--- src/rtl/imem_pkg.sv ---
// Shared types and default sizing for the single-line instruction buffer responder.
package imem_pkg;

  localparam int          DEF_LINE_WORDS = 4;
  localparam int          IDX_W          = $clog2(DEF_LINE_WORDS);
  localparam int          TAG_W          = 15 - IDX_W;
  localparam logic [15:0] DEF_NOP_INST   = 16'h0000;

  typedef enum logic [1:0] {
    IDLE,
    ISSUE,
    WAIT
  } state_e;

endpackage

--- src/rtl/imem_line_buf.sv ---
// One-line instruction buffer: word storage, tag, valid bit,
// combinational hit/read port and a single write port.
module imem_line_buf
  import imem_pkg::*;
#(
  parameter  int LINE_WORDS = DEF_LINE_WORDS,
  localparam int IW         = $clog2(LINE_WORDS),
  localparam int TW         = 15 - IW
) (
  input  logic          clk,
  input  logic          rst_n,
  input  logic [TW-1:0] lk_tag,
  input  logic [IW-1:0] lk_idx,
  output logic          hit,
  output logic [15:0]   rd_data,
  input  logic          tag_ld,
  output logic [TW-1:0] tag_out,
  input  logic          set_valid,
  input  logic          clr_valid,
  input  logic          wr_en,
  input  logic [IW-1:0] wr_idx,
  input  logic [15:0]   wr_data
);

  logic [15:0]   line_q [LINE_WORDS];
  logic [15:0]   line_d [LINE_WORDS];
  logic [TW-1:0] tag_q, tag_d;
  logic          valid_q, valid_d;

  always_comb begin
    line_d  = line_q;
    tag_d   = tag_q;
    valid_d = valid_q;
    if (wr_en)     line_d[wr_idx] = wr_data;
    if (tag_ld)    tag_d = lk_tag;
    if (clr_valid) valid_d = 1'b0;
    if (set_valid) valid_d = 1'b1;
  end

  always_ff @(posedge clk or negedge rst_n) begin
    if (!rst_n) begin
      tag_q   <= '0;
      valid_q <= 1'b0;
    end else begin
      tag_q   <= tag_d;
      valid_q <= valid_d;
    end
  end

  // Data words carry no reset; the valid bit alone guards them.
  always_ff @(posedge clk) begin
    line_q <= line_d;
  end

  assign hit     = valid_q && (tag_q == lk_tag);
  assign rd_data = line_q[lk_idx];
  assign tag_out = tag_q;

endmodule

--- src/rtl/imem_line_responder.sv ---
// Fetch-side responder: serves hits from one buffered line, refills it on a miss.
// Define IMEM_CWF_EN to fetch the requested word first and bypass it to fetch.
module imem_line_responder
  import imem_pkg::*;
#(
  parameter int          LINE_WORDS = DEF_LINE_WORDS,
  parameter logic [15:0] NOP_INST   = DEF_NOP_INST
) (
  input  logic        clk,
  input  logic        rst_n,
  input  logic        fetch_req,
  input  logic [15:0] fetch_addr,
  input  logic        flush,
  output logic        fetch_valid,
  output logic [15:0] fetch_inst,
  output logic        fetch_stall,
  output logic        mem_rd,
  output logic [15:0] mem_addr,
  input  logic [15:0] mem_rdata,
  input  logic        mem_rvalid
);

  localparam int IW = $clog2(LINE_WORDS);
  localparam int TW = 15 - IW;

  logic [IW-1:0] req_idx;
  logic [TW-1:0] req_tag;
  logic          unused_addr_lsb;

  assign req_idx         = fetch_addr[IW:1];
  assign req_tag         = fetch_addr[15:IW+1];
  assign unused_addr_lsb = fetch_addr[0];

  state_e        state_q, state_d;
  logic [IW-1:0] word_cnt_q, word_cnt_d;
  logic          abort_q, abort_d;
  logic [IW-1:0] fill_idx;

`ifdef IMEM_CWF_EN
  logic [IW-1:0] start_idx_q, start_idx_d;
  assign fill_idx = start_idx_q + word_cnt_q;
`else
  assign fill_idx = word_cnt_q;
`endif

  logic          buf_hit, tag_ld, set_valid, clr_valid, wr_en;
  logic [15:0]   buf_rd_data;
  logic [TW-1:0] buf_tag;

  imem_line_buf #(.LINE_WORDS(LINE_WORDS)) u_buf (
    .clk       (clk),
    .rst_n     (rst_n),
    .lk_tag    (req_tag),
    .lk_idx    (req_idx),
    .hit       (buf_hit),
    .rd_data   (buf_rd_data),
    .tag_ld    (tag_ld),
    .tag_out   (buf_tag),
    .set_valid (set_valid),
    .clr_valid (clr_valid),
    .wr_en     (wr_en),
    .wr_idx    (fill_idx),
    .wr_data   (mem_rdata)
  );

  always_comb begin
    state_d     = state_q;
    word_cnt_d  = word_cnt_q;
    abort_d     = abort_q;
`ifdef IMEM_CWF_EN
    start_idx_d = start_idx_q;
`endif
    fetch_valid = 1'b0;
    fetch_inst  = NOP_INST;
    fetch_stall = 1'b0;
    mem_rd      = 1'b0;
    mem_addr    = '0;
    tag_ld      = 1'b0;
    set_valid   = 1'b0;
    clr_valid   = 1'b0;
    wr_en       = 1'b0;
    case (state_q)
      IDLE: begin
        if (flush) begin
          clr_valid = 1'b1;
        end else if (fetch_req && buf_hit) begin
          fetch_valid = 1'b1;
          fetch_inst  = buf_rd_data;
        end else if (fetch_req) begin
          fetch_stall = 1'b1;
          tag_ld      = 1'b1;
          clr_valid   = 1'b1;
          word_cnt_d  = '0;
          abort_d     = 1'b0;
`ifdef IMEM_CWF_EN
          start_idx_d = req_idx;
`endif
          state_d     = ISSUE;
        end
      end
      ISSUE: begin
        fetch_stall = 1'b1;
        if (flush) begin
          clr_valid = 1'b1;
          state_d   = IDLE;
        end else begin
          mem_rd   = 1'b1;
          mem_addr = {buf_tag, fill_idx, 1'b0};
          state_d  = WAIT;
        end
      end
      WAIT: begin
        fetch_stall = 1'b1;
        if (flush) abort_d = 1'b1;
        if (mem_rvalid) begin
          wr_en = 1'b1;
          // A flush seen in the return cycle itself aborts just like an earlier one.
          if (abort_q || flush) begin
            clr_valid = 1'b1;
            abort_d   = 1'b0;
            state_d   = IDLE;
          end else if (word_cnt_q == IW'(LINE_WORDS - 1)) begin
            set_valid = 1'b1;
            state_d   = IDLE;
          end else begin
            word_cnt_d = word_cnt_q + IW'(1);
            state_d    = ISSUE;
          end
`ifdef IMEM_CWF_EN
          if (!abort_q && !flush && fetch_req && (word_cnt_q == '0)) begin
            fetch_valid = 1'b1;
            fetch_inst  = mem_rdata;
            fetch_stall = 1'b0;
          end
`endif
        end
      end
      default: state_d = IDLE;
    endcase
  end

  always_ff @(posedge clk or negedge rst_n) begin
    if (!rst_n) begin
      state_q     <= IDLE;
      word_cnt_q  <= '0;
      abort_q     <= 1'b0;
`ifdef IMEM_CWF_EN
      start_idx_q <= '0;
`endif
    end else begin
      state_q     <= state_d;
      word_cnt_q  <= word_cnt_d;
      abort_q     <= abort_d;
`ifdef IMEM_CWF_EN
      start_idx_q <= start_idx_d;
`endif
    end
  end

endmodule

--- config.mk ---
export PLATFORM = sky130hd
export DESIGN_NAME = imem_line_responder
export DESIGN_NICKNAME = d
export VERILOG_FILES = /design/src/rtl/imem_pkg.sv /design/src/rtl/imem_line_buf.sv /design/src/rtl/imem_line_responder.sv
export SDC_FILE = /design/constraint.sdc
export NUM_CORES = 1
export LEC_CHECK = 0
export CELL_PAD_IN_SITES_DETAIL_PLACEMENT = 1
export CELL_PAD_IN_SITES_GLOBAL_PLACEMENT = 2
export CORE_AREA = 2 2 104 106
export CTS_CLUSTER_DIAMETER = 40
export DETAILED_ROUTE_END_ITERATION = 12
export DIE_AREA = 0 0 106 108
export PLACE_DENSITY_LB_ADDON = 0.25
export RECOVER_POWER = 100
export SLEW_MARGIN = 20
export SYNTH_ARGS = -nofsm -noshare
export SYNTH_HDL_FRONTEND = slang
export SYNTH_SLANG_ARGS = --single-unit
--- constraint.sdc ---
create_clock -name clk -period 2.6 [get_ports clk]
set_input_delay 0.52 -clock clk [delete_from_list [all_inputs] [get_ports clk]]
set_output_delay 0.52 -clock clk [all_outputs]
set_load 0.02 [all_outputs]
## Word-level counts from Yosys, hierarchy flattened

Index checks and enable logic that the tools add are counted.

| operators by class | value |
|---|---|
| order comparisons | 3 |
| bitwise operators | 2 |
| eq/ne operators | 10 |
| muxes and demuxes | 56 |
| $add $sub $neg | 1 |
| reduce and logical (&&, ||, !) cells | 11 |

Operators with widths:

| cell | count |
|---|---|
| 16-bit two-way mux | 8 |
| 64-bit bitwise mux | 1 |
| 16-bit binary-select mux with 2-bit select | 1 |
| 16-bit demux with 2-bit select | 1 |
| 1-bit two-way mux | 29 |
| 2-bit two-way mux | 11 |
| 13-bit == test | 1 |
| 2-bit inequality test (second input constant) | 6 |
| 4-bit AND reduction | 2 |
| 7-bit AND reduction | 1 |
| 3-bit greater-or-equal comparator (second input constant) | 2 |
| 2-bit NOT with 3-bit output | 2 |
| 2-bit one-hot mux with 3 select lines | 1 |
| 2-bit == test (second input constant) | 2 |
| 1-bit one-hot mux with 2 select lines | 2 |
| 2-bit one-hot mux with 2 select lines | 1 |
| 2-bit nonzero test | 2 |
| 1-bit logical AND | 3 |
| 3-bit by 1-bit less-than comparator with 1-bit output (second input constant) | 1 |
| 1-bit one-hot mux with 3 select lines | 1 |
| 2-bit by 1-bit adder with 2-bit output (second input constant) | 1 |
| 2-bit by 1-bit == test with 1-bit output (second input constant) | 1 |
| 2-bit logical NOT | 1 |
| 2-bit OR reduction | 1 |
| 1-bit logical OR | 1 |

| storage, ports and cells | value |
|---|---|
| register bits | 83 |
| word-level logic and storage cells | 92 |
| output and inout bits | 35 |
| input bits | 37 |

## Logic depth before layout (Yosys ltp)

| logic depth | value |
|---|---|
| depth after elaboration | 8 |
| gate-level depth with buffers | 7 |
| depth with buffers taken out | 7 |

## By module

A second synthesis with hierarchy kept.

| unflattened totals | value |
|---|---|
| cells, all modules | 222 |
| area total of the unflattened synthesis | 3718.6 µm² |

By module, submodules not included:

| module | cells an instance | area each (µm²) | instances | seq. area each (µm²) |
|---|---|---|---|---|
| imem_line_buf | 137 | 3031.7 | 1 | 2272.2 |
| imem_line_responder | 85 | 686.9 | 1 | 125.1 |

## Least setup slack after synthesis

No wires, ideal clock.

| timing | value |
|---|---|
| kind | input-to-output |
| start point | input port fetch_addr[6] |
| end point | output port fetch_inst[10] |
| cell stages on the path | 6 |
| data arrival time | 2016 ps |
| data required time | 2080 ps |
| path slack | 64 ps |
| path buffers | 1 |
| cells stage by stage | xnor2_1 > nand4_1 > nor4_4 > nand3_2 > clkbuf_1 > nor2b_1 |

| on the way | value |
|---|---|
| word-level cells in the longest chain between the ends | 6 |

RTL lines:

| what | line | text |
|---|---|---|
| start, declared | imem_line_responder.sv:12 | `input logic [15:0] fetch_addr,` |
| 13-bit == test | imem_line_buf.sv:55 | `assign hit = valid_q && (tag_q == lk_tag);` |
| 1-bit logical AND | imem_line_buf.sv:55 |  |
| 1-bit logical AND | imem_line_responder.sv:86 | `end else if (fetch_req && buf_hit) begin` |
| 16-bit two-way mux | imem_line_responder.sv:86 |  |
| 16-bit two-way mux | imem_line_responder.sv:84 | `if (flush) begin` |
| 16-bit two-way mux | imem_line_responder.sv:82 | `case (state_q)` |
| end, declared | imem_line_responder.sv:15 | `output logic [15:0] fetch_inst,` |

No other way between the ends.

## Final worst setup path

| timing | value |
|---|---|
| start point | input port fetch_addr[9] |
| end point | output port fetch_inst[6] |

Same word-level chain as after synthesis.

==> impl_metrics.tcl <==
set metrics [dict create \
    outcome "complete, but fails checks" \
    violations "negative setup slack" \
    syn-cell-area_sq_um 3760 \
    drt-total-wl_mm 7.96 \
    p_sw_mw 1.15 \
    skew_ns 0.00898 \
    ys_types 42 \
    ys_ff_latch 83 \
    switching_share 0.297 \
    hp-class "input pin to flop" \
    end_kind "primary output" \
    postRouteAntennaNets 0 \
    yosys_warnings 0 \
    p_int_mw 2.73 \
    start_kind "input pin" \
    grt_max_degree 20 \
    numCtsBuffers 9 \
    first_pass_iters 4 \
    cp_max_fo 8 \
    grt_first_pass_wirelength_mm 12.8 \
    clkPwrFrac 0.246 \
    wl_per_cell_um 16.8 \
    rsz0062_at_grt "yes" \
    grt_util_all_layers 0.149 \
    viasPerCell 4.74 \
    start_util 0.368 \
    clock-root-buffer "clkbuf_8" \
    core_area_sq_um 10200 \
    fin_setup_tns_ns -0.786 \
    cts_tree "done" \
    clock_latency_ns 0.35 \
    seq_area_frac_synth 0.637 \
    io_buffer_count 69 \
    clock_sinks 83 \
    die-width_um 106 \
    cp.required_ns 2.08 \
    synth_fp_nets 273 \
    period_needed_ns 2.67 \
    setup_viol 16 \
    clockBufferDepth 2 \
    path_clk_slew_ns 0.09 \
    leakage_nw 2.05 \
    worst_slack_ns -0.0718 \
    ios 72 \
    h-tree-depth 3 \
    pwr-share-comb 0.309 \
    slew_viol_final 0 \
    slew_headroom 0.246 \
    worstMarginPinSlew_ns 1.13 \
    post-route-period-util 1.03 \
    drv_cap 0 \
    area_delta_synth_final_pct 37.0 \
    finalHoldViolCount 0 \
    routabilityCongestion 0.676 \
    whs_path_depth 2 \
    fmax_mhz 374 \
    synth_edf_count 64 \
    criticalPathCategory "input pin to primary output" \
    synth.most_common_cell "edfxtp_1" \
    hpwl_mm 5.38 \
    overflow 0 \
    synth.top_cell.area_share 0.511 \
    arrival_ns 2.15 \
    regToRegSetupSlack_ns 0.34 \
    drc 0 \
    avgSynthCellArea_sq_um 16.5 \
    grt_pass1_vias 2437 \
    cellPowerDensity_nw_per_um2 753 \
    final_util 0.504 \
    die_area_sq_um 11400 \
    drtIter0Drc 61 \
    rows 37 \
    synth_top_area_cell "edfxtp_1" \
    grt_antenna_before_repair 1 \
    synthCells 228 \
    synthTopCellsByCount "64 x edfxtp_1, 19 x dfrtp_1, 18 x nor2b_1" \
    vias 2243 \
    die_h_um 108 \
    async_flop_share 0.229 \
    nets 376 \
    ys.flop_type "edfxtp_1" \
    rr_worst_depth 4 \
    layout-drive-gt1-share 0.336 \
    irDropWorstVdd_v 0.000503 \
    synth_area_leaders "edfxtp_1 51%, dfrtp_1 13%, mux4_2 9.6%" \
    seqPwrFrac 0.444 \
]
## cell usage in the layout, fill, tap and decap left out, drive strengths merged, types with 2 or more instances in the layout
cell type      instances
o21ai                  2
o32a                   2
xnor2                 13
clkdlybuf4s15          2
nand4                  3
clkbuf                14
mux4                  16
a21boi                 2
clkinv                 2
a21oi                  2
and3                   5
dfrtp                 19
and2                  15
nand2b                 2
mux2                  13
nor3                   2
nand3b                 2
nand2                  5
clkdlybuf4s50          5
edfxtp                64
inv                   11
dlygate4sd2           27
dlygate4sd3           17
buf                   46
ha                     8
nand3                  3
a2bb2oi                2
nor2b                 18
## registers in the layout, summed over array words and instances, names as in the netlist
name,flops
state_q,2
u_buf.tag_out,13
u_buf.valid_q,1
u_buf.line_q,64
fill_idx,2
abort_q,1
## what timing repair did
| item | 4_1_cts | 5_1_grt |
|---|---|---|
| cloned | 1 | 0 |
| pin swaps | 9 | 5 |
| endpoints found under the setup margin | 34 | 21 |
| setup buffers | 2 | 1 |
| gates resized for setup | 151 | 17 |
| hold endpoints to repair | 0 | 0 |
| hold buffers | 0 | 0 |
## power groups by stage
stage,registers (mW),logic (mW),clock network (mW)
6_report,1.72,1.20,0.956
3_3_place_gp,1.74,1.21,0
2_1_floorplan,1.73,0.708,0
3_5_place_dp,1.75,1.22,0
4_1_cts,1.72,1.22,0.990
5_1_grt,1.75,1.32,1.04
## critical path: stages
cell and delay [ns]:
dlygate4sd2_1 0.25, xnor2_1 0.17, nand4_1 0.18, nor4_4 0.39, nand3_4 0.19, buf_12 0.21
nor2b_4 0.13, buf_6 0.12
## kinds of logic (layout without fill, tap and decap cells)
logic type | after synthesis | count (layout) | share of synthesized area
buffers and inverters | 18 | 126 | 0.0240
AO/OA/AOI/OAI | 17 | 17 | 0.0336
XOR/XNOR | 13 | 13 | 0.0303
multiplexers | 30 | 30 | 0.146
AND/OR/NAND/NOR | 58 | 58 | 0.101
other | 1 | 2 | 0.000997
adder cells (fa/ha/maj) | 8 | 8 | 0.0266
flip-flops | 83 | 83 | 0.637
## cell type report
type | count | area [sq um]
flip-flops and latches | 83 | 2400
inverters | 8 | 30.0
well taps | 136 | 170
clock buffers | 9 | 124
repair buffers | 102 | 951
fillers | 1015 | 5080
diodes | 1 | 2.50
multi-input cells | 127 | 1400
clock inverters | 7 | 83.8
## stage by stage
| stage | hold slack [ns] | std cells | cell area, sq um | setup slack [ns] | total power [mW] |
|---|---|---|---|---|---|
| after floorplan | 0.224 | 228 | 3760 | 0.0636 | 2.44 |
| after global placement | 0.536 | 453 | 4810 | -0.784 | 2.95 |
| after detailed placement | 0.544 | 453 | 4810 | -0.789 | 2.97 |
| after CTS | 0.493 | 472 | 5110 | -0.112 | 3.93 |
| after global routing | 0.554 | 473 | 5150 | -0.158 | 4.10 |
| final | 0.571 | 473 | 5150 | -0.0718 | 3.88 |
## layer usage
layer,up-vias,GRT usage,part of all wire
li1,1062,-,-
met1,1118,0.180,0.43
met2,61,0.254,0.51
met3,2,0.0494,0.057
met4,0,0.0451,0.0030
met5,-,0,0
## final timing paths
| kind | start | endpoint |
|---|---|---|
| setup / recovery | fetch_addr[9] | fetch_inst[6] |
| hold / removal | fetch_addr[5] | u_buf.tag_out[2] |
| setup reg to reg | state_q[0] | u_buf.line_q[0] |
| hold reg to reg | u_buf.tag_out[9] | u_buf.tag_out[9] |
| max in group asynchronous | rst_n | u_buf.valid_q |
| min in group asynchronous | rst_n | u_buf.tag_out[8] |
(Power assumes the default switching activity.)
